[src/rtl/serial_adder_pkg.sv]
// Shared types and defaults for the digit-serial adder.
// Optional subtract support is enabled with SERIAL_ADDER_SUB_EN (see serial_adder_n).
package serial_adder_pkg;

    typedef enum logic [1:0] {
        IDLE = 2'd0,
        RUN  = 2'd1,
        DONE = 2'd2
    } state_t;

    localparam int WIDTH_DEF = 8;
    localparam int DIGIT_DEF = 1;

    // Returns {carry_out, sum} of a single-bit full adder.
    function automatic logic [1:0] full_add(input logic x, input logic y, input logic c);
        full_add = {(x & y) | (x & c) | (y & c), x ^ y ^ c};
    endfunction

endpackage

[src/rtl/serial_adder_n_fa_digit.sv]
// Combinational DIGIT-bit ripple adder built from bit-level full adders.
// c_msb is the carry into the top bit, used by the parent for overflow detection.
module fa_digit
    import serial_adder_pkg::*;
#(
    parameter int DIGIT = DIGIT_DEF
) (
    input  logic [DIGIT-1:0] x,
    input  logic [DIGIT-1:0] y,
    input  logic             ci,
    output logic [DIGIT-1:0] s,
    output logic             co,
    output logic             c_msb
);

    logic [DIGIT:0] carry;

    assign carry[0] = ci;

    genvar gi;
    generate
        for (gi = 0; gi < DIGIT; gi++) begin : g_bit
            assign {carry[gi+1], s[gi]} = full_add(x[gi], y[gi], carry[gi]);
        end
    endgenerate

    assign co    = carry[DIGIT];
    assign c_msb = carry[DIGIT-1];

endmodule

[src/rtl/serial_adder_n.sv]
// Digit-serial adder: WIDTH-bit operands consumed DIGIT bits per cycle, LSB digit first.
// Define SERIAL_ADDER_SUB_EN to add the 'sub' input (a - b computed as a + ~b + 1).
module serial_adder_n
    import serial_adder_pkg::*;
#(
    parameter int WIDTH = WIDTH_DEF,
    parameter int DIGIT = DIGIT_DEF
) (
    input  logic             clk,
    input  logic             rst_n,
    input  logic             start,
    input  logic [WIDTH-1:0] a,
    input  logic [WIDTH-1:0] b,
    input  logic             cin,
`ifdef SERIAL_ADDER_SUB_EN
    input  logic             sub,
`endif
    output logic             busy,
    output logic             done,
    output logic [WIDTH-1:0] sum,
    output logic             cout,
    output logic             ovf
);

    localparam int NDIG  = WIDTH / DIGIT;
    localparam int CNT_W = (NDIG > 1) ? $clog2(NDIG) : 1;

    generate
        if (WIDTH < 2 || WIDTH > 64 || DIGIT < 1 || (WIDTH % DIGIT) != 0) begin : g_bad_param
            $error("serial_adder_n: WIDTH must be 2..64 and a multiple of DIGIT");
        end
    endgenerate

    state_t             state_q;
    logic [WIDTH-1:0]   a_q;
    logic [WIDTH-1:0]   b_q;
    logic [WIDTH-1:0]   sum_q;
    logic               carry_q;
    logic [CNT_W-1:0]   cnt_q;
    logic               busy_q;
    logic               done_q;
    logic               cout_q;
    logic               ovf_q;

    logic [WIDTH-1:0]   b_cap;
    logic               c_cap;
    logic [DIGIT-1:0]   dig_s;
    logic               dig_co;
    logic               dig_cmsb;
    logic [WIDTH-1:0]   sum_d;

`ifdef SERIAL_ADDER_SUB_EN
    // Subtract inverts b and forces the carry-in to 1; cin only matters when adding.
    assign b_cap = b ^ {WIDTH{sub}};
    assign c_cap = sub | cin;
`else
    assign b_cap = b;
    assign c_cap = cin;
`endif

    fa_digit #(
        .DIGIT (DIGIT)
    ) u_fa_digit (
        .x     (a_q[DIGIT-1:0]),
        .y     (b_q[DIGIT-1:0]),
        .ci    (carry_q),
        .s     (dig_s),
        .co    (dig_co),
        .c_msb (dig_cmsb)
    );

    generate
        if (DIGIT == WIDTH) begin : g_sum_whole
            assign sum_d = dig_s;
        end else begin : g_sum_shift
            assign sum_d = {dig_s, sum_q[WIDTH-1:DIGIT]};
        end
    endgenerate

    always_ff @(posedge clk or negedge rst_n) begin
        if (!rst_n) begin
            state_q <= IDLE;
            a_q     <= '0;
            b_q     <= '0;
            sum_q   <= '0;
            carry_q <= 1'b0;
            cnt_q   <= '0;
            busy_q  <= 1'b0;
            done_q  <= 1'b0;
            cout_q  <= 1'b0;
            ovf_q   <= 1'b0;
        end else begin
            done_q <= 1'b0;
            case (state_q)
                IDLE: begin
                    if (start) begin
                        a_q     <= a;
                        b_q     <= b_cap;
                        carry_q <= c_cap;
                        cnt_q   <= '0;
                        busy_q  <= 1'b1;
                        state_q <= RUN;
                    end
                end
                RUN: begin
                    a_q     <= a_q >> DIGIT;
                    b_q     <= b_q >> DIGIT;
                    sum_q   <= sum_d;
                    carry_q <= dig_co;
                    // The last digit holds bit WIDTH-1, so its carries define cout/ovf.
                    if (cnt_q == CNT_W'(NDIG - 1)) begin
                        cout_q  <= dig_co;
                        ovf_q   <= dig_co ^ dig_cmsb;
                        done_q  <= 1'b1;
                        state_q <= DONE;
                    end else begin
                        cnt_q <= cnt_q + CNT_W'(1);
                    end
                end
                DONE: begin
                    busy_q  <= 1'b0;
                    state_q <= IDLE;
                end
                default: begin
                    busy_q  <= 1'b0;
                    state_q <= IDLE;
                end
            endcase
        end
    end

    assign busy = busy_q;
    assign done = done_q;
    assign sum  = sum_q;
    assign cout = cout_q;
    assign ovf  = ovf_q;

endmodule

[config.mk]
export PLATFORM = sky130hd
export DESIGN_NAME = serial_adder_n
export DESIGN_NICKNAME = d
export VERILOG_FILES = /design/src/rtl/serial_adder_pkg.sv /design/src/rtl/serial_adder_n_fa_digit.sv /design/src/rtl/serial_adder_n.sv
export SDC_FILE = /design/constraint.sdc
export NUM_CORES = 1
export LEC_CHECK = 0
export CORE_MARGIN = 4
export CORE_UTILIZATION = 40
export CTS_BUF_LIST = sky130_fd_sc_hd__clkbuf_8
export CTS_CLUSTER_SIZE = 20
export DETAILED_ROUTE_END_ITERATION = 10
export HOLD_SLACK_MARGIN = 0.08
export MAX_ROUTING_LAYER = met4
export PLACE_DENSITY_LB_ADDON = 0.15
export SLEW_MARGIN = 40
export SYNTH_ARGS = -nofsm -noshare
export SYNTH_HDL_FRONTEND = slang
export SYNTH_SLANG_ARGS = --single-unit
[constraint.sdc]
create_clock -name clk -period 4.01 [get_ports clk]
set_clock_uncertainty 0.1 [all_clocks]
set_input_delay 1.0025 -clock clk [delete_from_list [all_inputs] [get_ports clk]]
set_output_delay 1.0025 -clock clk [all_outputs]
set_load 0.01 [all_outputs]
==> results.cfg, run 1 <==
[outcome]
status = completed

[power]
ir_drop_mv = 0.297
power_density_nw_per_um2 = 720
swShare_pct = 32.4
power.switching_uw = 475
total_power_uw = 1470
clkPwrFrac_pct = 17.5
power_frac_seq_pct = 44.1
p_int_uw = 991
p_comb_share_pct = 38.5
leakage_uw = 0.000844

[min_path]
hold_path_depth = 1
hold_path_class = flop to flop
hp-start = sum[0]$_DFFE_PN0N_

[sta]
hold_violations = 0
worstMarginPinSlew_ns = 0.791
slew_viol_final = 0
fmax_mhz = 414
finalCritPeriodShare_pct = 60.3
rsz0062_at_grt = no
setup_viol = 0
fin_crit_ns = 2.42
slew_headroom_pct = 47.3
final.setup.tns_ns = 0

[global_route]
grt-ovfl-total = 0
grt_usage_pct = 13.8
antenna_found_initial = 0
grt_max_degree = 36
grt_pass1_wl_mm = 5.39
grt_pass1_vias = 1179

[logic_synthesis]
synthAdderAreaFrac_pct = 3.57
netlist_area_sq_um = 1610
synth_edf_count = 0
ys_seq_area_share_pct = 52.8
synth_top_area_share_pct = 52.8
synth-compound-area-share_pct = 14.2
synth.distinct_cells = 25
synth_mux_area_share_pct = 6.98
syn_avg_cell_area_sq_um = 12.9
synth_warnings = 0
synth_nets = 149
synth_xor_xnor_area_share_pct = 0.543
synth_top_area_cell = dfrtp_1
synth_ff_type = dfrtp_1
syn_inst = 125
ys_ff_latch = 34
synth_area_leaders = dfrtp_1 (53%), o221a_2 (8.4%), or4b_1 (7.4%)
synth_top_family_by_area = simple AND/OR/NAND/NOR gates
ys_async_sr_fraction_pct = 100
synth-simple-area-share_pct = 17.1

[worst_setup_path]
critPathMaxFanout = 22
rr_startpoint = state_q[1]$_DFFE_PN0P_
cp-start-kind = primary input
reg2reg_depth = 2
critPathKind = primary input to flop
required_ns = 4.07
worstPathArrival_ns = 2.48
crit_path_end_kind = flop
startpoint = start

[cts]
cts_setup_buffers = 0
cts_buffers = 5
clk_latency_ns = 0.28
cts_buffer_depth = 2
clk_pin_slew_ns = 0.06
postCtsResizedCells = 0
cts_tree = done
htree_levels = 2
cts-hold-fix-buffers = 0
cts-root-buf = clkbuf_8
cts_sinks = 34

[finish]
fillers = 305
fin_util_pct = 54.0
antenna_cells = 0
final_nets = 177
layout_common_cells = dfrtp_1 (33), clkdlybuf4s50_1 (31), or4b_1 (12), o221a_2 (12), mux2_2 (10)
drive_gt1_share_pct = 22.7
final_common_cell = dfrtp_1
final_cells = 202
area_growth_pct = 26.3

[die]
boundaryPins = 32
num_rows = 22
start_util_pct = 42.8
die_w_um = 71.5
fp.dieH_um = 71.5
dieArea_sq_um = 5110
core_area_sq_um = 3770

[detailed_routing]
drc = 0
routed_via_density = 5.49
via_count = 1108
firstDrtPassIters = 4
wl_per_cell_um = 15.5
drt-initial-drc-count = 67
postRouteAntennaNets = 0
wl_mm = 3.12

[flow_run]
maxCapViolCount = 0

[place]
hpwl_mm = 2.14
portBuffers = 31
routabilityCongestion = 0.674
dp.cells = 194
[worst paths after layout]
kind	endpoint	slack [ns]
worst min register to register	sum[0]$_DFFE_PN0N_	0.40
min in group asynchronous	sum[0]$_DFFE_PN0N_	1.03
worst max-delay path	b_q[2]$_DFFE_PN0P_	1.59
worst min-delay path	sum[0]$_DFFE_PN0N_	0.40
max in group asynchronous	state_q[0]$_DFFE_PN0P_	2.45
worst max register to register	sum[1]$_DFFE_PN0N_	1.99
[registers in the layout, indices dropped and copies added (netlist names)]
signal and count:
busy 1, cout 1, done 1, cnt_q 3, sum 8, a_q 8, state_q 2, carry_q 1
ovf 1, b_q 8
[through the flow]
step | hold slack (ns) | setup WS, ns | area, sq um
2_1_floorplan | 0.378 | 2.06 | 1610
3_3_place_gp | 0.387 | 1.31 | 1940
3_5_place_dp | 0.393 | 1.30 | 1940
4_1_cts | 0.409 | 1.61 | 2030
5_1_grt | 0.421 | 1.47 | 2040
6_report | 0.403 | 1.59 | 2040
[synth_stat cells, types with 3 or more instances]
master / number
ha_1: 3
or4b_1: 12
nor3b_1: 5
o221a_2: 12
inv_1: 7
o221ai_1: 3
a211oi_1: 3
buf_2: 7
nand2b_1: 4
nor4b_1: 3
dfrtp_1: 34
mux2_2: 10
nand3_1: 3
[area by class of cell]
| type | count | area (sq um) | area share (%) |
|---|---|---|---|
| Multi-Input combinational cell | 73 | 686 | 33.7 |
| Clock buffer | 6 | 82.6 | 4.05 |
| Sequential cell | 34 | 852 | 41.8 |
| Tap cell | 48 | 60.1 | 2.95 |
| Inverter | 7 | 26.3 | 1.29 |
| Timing Repair Buffer | 32 | 318 | 15.6 |
| Clock inverter | 2 | 12.5 | 0.614 |
[power groups by stage]
stage	combinational, uW	clock, uW	sequential (uW)
floorplan	393	0	616
global placement	552	0	639
detailed placement	574	0	651
CTS	574	267	646
global route	622	282	675
finish	564	256	646
[cell families (layout without fill, tap and decap cells)]
kind of cell | after synthesis | count (layout)
muxes | 10 | 10
buffers and inverters | 18 | 47
DFF | 34 | 34
xor gates and xnor gates | 1 | 1
and+or+nand+nor | 34 | 34
AOI/OAI and AO/OA | 24 | 24
adders and majority gates | 4 | 4
[worst max-delay path, cell delays in order]
cell and delay [ns]:
clkdlybuf4s50_1 0.85, or4b_1 0.50, o221a_2 0.14
[layer usage]
| metal | vias up | global-route usage [%] | part of all wire, % |
|---|---|---|---|
| li1 | 537 | - | - |
| met1 | 539 | 16.4 | 43 |
| met2 | 28 | 21.9 | 51 |
| met3 | 4 | 3.23 | 4.6 |
| met4 | 0 | 6.89 | 1.2 |
| met5 | - | - | 0 |
No activity file was read; power rests on OpenSTA's default activity.
==> run 2: changes to the inputs <==
- clock period: 4.01 -> 2 ns (I/O delays scaled with it)
==> run 2 against run 1 <==
Worst setup slack worse by 1.4 ns. Critical path depth down 2. Clock-buffer cell count stayed put. Largest cell class unchanged. Clock power grew 98%. Combinational power is 120% higher. First-iteration DRC count down 10%. Non-clock buffer count grew 7. Total power is 100% higher. Register-to-register slack worse by 1.6 ns. Wire length is 2.8% lower. Utilization increased by 1.5 points.
==> results.cfg, run 2 (synthesized netlist as in run 1, its figures left out) <==
[outcome]
status = completed

[detailed_routing]
wl_per_cell_um = 14.5
via_count = 1126
postRouteAntennaNets = 0
routed_via_density = 5.39
drt-initial-drc-count = 60
drc = 0
firstDrtPassIters = 4
wl_mm = 3.04

[global_route]
grt_max_degree = 35
grt_usage_pct = 14.5
grt-ovfl-total = 0
grt_pass1_vias = 1237
antenna_found_initial = 0
grt_pass1_wl_mm = 5.65

[sta]
final.setup.tns_ns = 0
fmax_mhz = 563
slew_viol_final = 0
hold_violations = 0
finalCritPeriodShare_pct = 88.9
slew_headroom_pct = 71.8
rsz0062_at_grt = no
setup_viol = 0
worstMarginPinSlew_ns = 0.423
fin_crit_ns = 1.78

[worst_setup_path]
critPathMaxStageDelay_ns = 0.54
crit_chain = clkdlybuf4s50_1
critPathKind = flop to output pin
required_ns = 1.40
critPathMaxFanout = 3
cp_top_family = buffers and inverters
crit_path_end_kind = output pin
critPathSlowestCell = clkdlybuf4s50_1
cp-start-kind = flop
worstPathArrival_ns = 1.18
path_buf_inv = 1

[power]
clkPwrFrac_pct = 17.0
swShare_pct = 31.7
total_power_uw = 2980
power.switching_uw = 946
ir_drop_mv = 0.562
power_frac_seq_pct = 41.0
power_density_nw_per_um2 = 1420
p_comb_share_pct = 42.0
leakage_uw = 0.000889
p_int_uw = 2040

[finish]
area_growth_pct = 29.9
multiInputGateArea_sq_um = 683
drive_gt1_share_pct = 24.2
final_cells = 209
layout_common_cells = dfrtp_1 (34), clkdlybuf4s50_1 (31), or4b_1 (12), o221a_2 (12), mux2_2 (10)
fillers = 323
antenna_cells = 0
fin_util_pct = 55.5
final_common_cell = dfrtp_1
fin_area_sq_um = 2090
regArea_sq_um = 851
final_nets = 184

[cts]
cts-hold-fix-buffers = 0
cts_tree = done
clk_pin_slew_ns = 0.06
cts_buffer_depth = 2
clk_latency_ns = 0.28
postCtsResizedCells = 0
cts-root-buf = clkbuf_8
htree_levels = 2
cts_setup_buffers = 0
cts_sinks = 34
cts_buffers = 5

[min_path]
hold_path_class = flop to flop

[place]
placed_area_sq_um = 2000
hpwl_mm = 2.22
portBuffers = 31
routabilityCongestion = 0.707
dp.cells = 201

[die]
dieArea_sq_um = 5110
num_rows = 22
core_area_sq_um = 3770
boundaryPins = 32
start_util_pct = 42.8
die_w_um = 71.5
fp.dieH_um = 71.5

[flow_run]
maxCapViolCount = 0
[run 2: cell types whose count changed in the layout (fill, tap and decap cells not counted)]
cell        before  now
buf_12           0    1
nand2b_2         1    0
buf_4            1    7
dfrtp_2          1    0
inv_1            7    8
clkinvlp_4       1    0
dfrtp_1         33   34
nand2b_1         3    4
[run 2: metal layers]
layer	vias up	part of all wire [%]	global-route usage (%)
met5	-	0	-
met4	0	1.5	5.43
met3	5	5.1	4.21
met2	23	51	24.0
met1	553	42	16.6
li1	545	-	-
[run 2: area by class of cell]
type,instances,area share [%]
clock inverter,2,0.418
tap,48,2.87
timing repair buffer,39,18.3
inverter,7,1.25
clock buffer,6,3.94
sequential,34,40.6
multi-input combinational,73,32.6
[run 2: power groups by stage]
stage               registers [uW]  logic [uW]  clock network, uW
floorplan                     1230         788                  0
global placement              1220        1230                  0
detailed placement            1230        1280                  0
CTS                           1230        1270                525
global route                  1270        1390                555
finish                        1220        1250                506
[run 2: metrics by stage]
stage	hold slack [ns]	worst slack [ns]
2_1_floorplan	0.104	0.503
3_3_place_gp	0.387	0.0486
3_5_place_dp	0.393	0.0385
4_1_cts	0.408	0.202
5_1_grt	0.420	0.148
6_report	0.403	0.222
[run 2: worst paths after layout]
check                                           to  slack (ns)                    from  cells after the start
worst min-delay path            sum[0]$_DFFE_PN0N_        0.40      sum[0]$_DFFE_PN0N_                      1
min in group asynchronous       sum[0]$_DFFE_PN0N_        0.53                   rst_n                      2
worst max-delay path                        sum[7]        0.22      sum[7]$_DFFE_PN0N_                      1
worst max register to register  a_q[6]$_DFFE_PN0P_        0.43  state_q[0]$_DFFE_PN0P_                      3
max in group asynchronous       b_q[3]$_DFFE_PN0P_        0.97                   rst_n                      2
worst min register to register  sum[0]$_DFFE_PN0N_        0.40      sum[0]$_DFFE_PN0N_                      1
==> patch 1: new RTL, flow settings as in run 2 <==
Build with the macro `SERIAL_ADDER_SUB_EN` defined.
--- a/src/rtl/serial_adder_n.sv
+++ b/src/rtl/serial_adder_n.sv
@@ -1,4 +1,6 @@
 // Digit-serial adder: WIDTH-bit operands consumed DIGIT bits per cycle, LSB digit first.
 // Define SERIAL_ADDER_SUB_EN to add the 'sub' input (a - b computed as a + ~b + 1).
+`define SERIAL_ADDER_SUB_EN
+
 module serial_adder_n
     import serial_adder_pkg::*;
Interface: changed (added sub); port bits go from 32 to 33. The function was not compared with the original's and may differ.
==> patch 1 against run 2 <==
  * Setup slack lost 12 ps
  * Sequential share of layout area grew 0.42 points
  * Sequential cell count is the same
  * Critical path type unchanged
  * Power shrank 2.7%
  * Count of clock-buffer cells in the layout shrank 1
  * Utilization grew 0.25 points
  * Wire length grew 2.2%
  * Critical path depth is the same
  * Synthesized area shrank 3.6%
  * Design area shrank 1.0%
  * Synthesized cell count grew 8.8%
  * Clock power grew 19%
==> patch 1: results (changes against run 2) <==
stage;metric;value;unit;change
run_status;status;complete, no violations;;
final_layout;number of diodes;0;;unchanged
placed_design;dpl hpwl;2230;µm;+0.75%
setup_path;Critical Path AT;1190;ps;
grt;largest net degree at the start of global routing;35;;unchanged
synth;post-synthesis mux area share;0.0724;;+0.00258
setup_path;CP max stage delay;540;ps;about the same
synth;Adder-Cell Fraction of Synth Area;0.0370;;+0.00132
grt;initial antenna violation count;0;;unchanged
grt;Total GRT Usage;0.143;;-0.00226
route;final WL;3100;µm;+2.2%
route;1st-iter DRT viols;41;;-32%
final_layout;Nets;202;;+9.8%
route;Via density;5.09;;-5.5%
clock_tree;CTS buffer count;5;;unchanged
synth;XOR/XNOR Fraction of Synth Area;0.0507;;+0.0453
synth;Ys Warns;0;;unchanged
power_and_ir_drop;Worst VDD drop;0.525;mV;-6.5%
final_layout;share of layout cells above drive strength 1;0.169;;-0.0737
clock_tree;clk root buf;clkbuf_8;;
synth;Commonest cells post-synth;34 x dfrtp_1, 19 x nand2_1, 11 x o21ai_0, 10 x mux2_2;;
placed_design;Place WS;-41.1;ps;-79.5 ps
placed_design;GP Congestion;0.852;;+21%
clock_tree;Max Root-Sink Buffers;2;;unchanged
route;1st-pass router iterations;6;;+2
hold_path;HP Class;flip-flop to flip-flop;;
timing;Rel. slew slack;0.517;;-0.201
setup_path;CP max FO;3;;unchanged
setup_path;CP top delay family;buffers and inverters;;
synth;Compound-Gate Fraction of Synth Area;0.163;;+0.0205
clock_tree;worst skew pair latency;280;ps;about the same
placed_design;PortBufs;32;;+3.2%
synth;largest family of logic cells by synthesized area;compound AO/OA/AOI/OAI gates;;
synth;register area share after synthesis;0.547;;+0.0195
clock_tree;H-tree depth;2;;unchanged
clock_tree;post-CTS resize count;0;;unchanged
clock_tree;setup repair bufs after CTS;0;;unchanged
clock_tree;Worst-path clk slew;70;ps;
power_and_ir_drop;static leakage;0.946;nW;+6.5%
synth;Post-synth ARST share;1.00;;unchanged
setup_path;Crit-path slowest cell;clkdlybuf4s50_1;;
synth;post-synthesis cell type count;24;;-4.0%
synth;main area contributors after synthesis;dfrtp_1 55%, mux2_2 7.2%, nand2_1 4.6%;;
grt;vias in the first global route;1218;;-1.5%
synth;synthesized net count;161;;+8.1%
grt;first-pass GRT wire length;5470;µm;-3.2%
-- patch 1: kinds of logic after synthesis --
kind of cell | count (synthesis)
xor gates and xnor gates | 9
muxes | 10
buffers and inverters | 14
DFF | 34
and+or+nand+nor | 30
adders and majority gates | 4
AOI/OAI and AO/OA | 35
-- patch 1: final cells by class --
class,count,area (µm²)
clock inverters,3,40.0
well taps,48,60.1
fillers,338,1640
inverters,7,26.3
clock buffers,5,68.8
flip-flops and latches,34,851
repair buffers,41,388
multi-input cells,88,639
-- patch 1: power breakdown --
part,switching [mW],internal (mW)
Clock,0.236,0.366
Sequential,0.185,0.971
Combinational,0.494,0.650
-- patch 1: final timing paths --
kind                            start  endpoint  slack (ps)  cells after the start
max                            sum[5]    sum[5]         210                      1
min                               ovf       ovf         390                      2
max reg2reg                state_q[0]    b_q[6]         340                      4
min reg2reg                       ovf       ovf         390                      2
max in group asynchronous       rst_n    b_q[4]         970                      2
min in group asynchronous       rst_n      cout         520                      2
-- patch 1: per-stage QoR --
stage               setup TNS (ps)  std cells  power, mW  hold WS, ps  cell area [µm²]
floorplan                        0        136       1.87          104             1560
finish                           0        226       2.90          387             2070
detailed placement            -161        218       2.32          374             1960
global placement                 0        218       2.27          362             1960
global route                     0        226       3.12          399             2070
CTS                              0        226       2.94          389             2070
-- patch 1: routing by layer --
layer,GRT usage,wire length [µm],vias up
li1,-,-,561
met1,0.174,1410,552
met2,0.220,1470,33
met3,0.0403,178,5
met4,0.0596,51,0
met5,-,0,-
==> patch 2: new RTL, settings of run 2 <==
Made on the original files. Register the output `done` once more; this adds one clock of latency there. The other outputs are not delayed to match.
--- a/src/rtl/serial_adder_n.sv
+++ b/src/rtl/serial_adder_n.sv
@@ -131,5 +131,7 @@
 
     assign busy = busy_q;
-    assign done = done_q;
+    always_ff @(posedge clk) begin
+        done <= done_q;
+    end
     assign sum  = sum_q;
     assign cout = cout_q;
Formal check against the unedited RTL: not equivalent (Yosys sat finds a counterexample within 10 cycles, from zero or initial values and one cycle with rst_n low).
==> patch 2 against run 2 <==
  * Sequential cell count grew 1
  * Non-clock buffer count grew 1
  * Global-route usage shrank 0.77 points
  * Highest routed layer unchanged
  * Wire length grew 8.0%
  * Design area grew 3.3%
  * Count of clock-buffer cells in the layout shrank 1
  * Power grew 9.8%
  * Synthesized area grew 1.2%
  * Critical endpoint is now sum[6]
  * Setup slack lost 14 ps
==> patch 2: results (changes against run 2) <==
stage;metric;value;unit;change
grt;vias in the first global route;1092;;-12%
power_and_ir_drop;static leakage;0.919;nW;+3.4%
power_and_ir_drop;Worst VDD drop;0.865;mV;+54%
setup_path;CP max FO;3;;unchanged
placed_design;dpl hpwl;2270;µm;+2.6%
placed_design;GP Congestion;0.697;;-1.4%
synth;post-synthesis cell type count;26;;+4.0%
clock_tree;CTS buffer count;5;;unchanged
synth;synthesized net count;150;;+0.67%
timing;Rel. slew slack;0.716;;-0.00161
run_status;status;complete, no violations;;
placed_design;Place WS;23.4;ps;-15.1 ps
route;1st-iter DRT viols;89;;+48%
synth;register area share after synthesis;0.533;;+0.00579
grt;Total GRT Usage;0.137;;-0.00769
route;final WL;3280;µm;+8.0%
placed_design;DP Cell Count;203;;+1.0%
route;drt wl/cell;15.5;µm;+7.0%
final_layout;fillers;314;;-2.8%
setup_path;Crit-path slowest cell;clkdlybuf4s50_1;;
synth;Post-synth ARST share;0.971;;-0.0286
power_and_ir_drop;P_sw;0.982;mW;+3.8%
synth;synthesized area per cell;13.0;µm²;+0.44%
route;Via density;5.48;;+1.7%
final_layout;Nets;186;;+1.1%
patch 2: cell families after synthesis:
kind of cell,count (synthesis),share of synthesized area
flip-flops,35,0.533
AND/OR/NAND/NOR,34,0.169
AO/OA/AOI/OAI,24,0.140
buffers and inverters,18,0.0483
multiplexers,10,0.0690
adder cells (fa/ha/maj),4,0.0353
XOR/XNOR,1,0.00536
patch 2: worst paths after layout:
check                      depth (start not counted)  endpoint  slack (ps)      from
max reg2reg                                        4       ovf         430  cnt_q[0]
min reg2reg                                        0      done         240    done_q
min                                                0      done         240    done_q
min in group asynchronous                          2    sum[0]         530     rst_n
max                                                1    sum[6]         210    sum[6]
max in group asynchronous                          2    a_q[2]         960     rst_n
patch 2: metrics by stage:
stage	hold slack, ps	instance area, µm²
global route	257	2160
finish	244	2160
detailed placement	227	2030
floorplan	104	1630
global placement	227	2030
CTS	244	2160
patch 2: layout make-up:
| cell class | count | area share |
|---|---|---|
| clock buffers | 5 | 0.0318 |
| repair buffers | 40 | 0.180 |
| flip-flops and latches | 35 | 0.403 |
| clock inverters | 3 | 0.0295 |
| multi-input cells | 73 | 0.316 |
| inverters | 7 | 0.0121 |
| well taps | 48 | 0.0278 |
patch 2: power by group through the flow:
stage	clock, mW	sequential, mW	combinational, mW
4_1_cts	0.756	1.25	1.30
3_5_place_dp	0	1.26	1.30
3_3_place_gp	0	1.24	1.25
2_1_floorplan	0	1.26	0.788
5_1_grt	0.787	1.29	1.41
6_report	0.745	1.25	1.28
patch 2: layer usage:
layer  part of all wire  wire (µm)  global-route usage
met5                  0          0                   -
met2               0.49       1610               0.206
met3              0.045        148              0.0346
met1               0.46       1500               0.179
met4             0.0070         23              0.0501
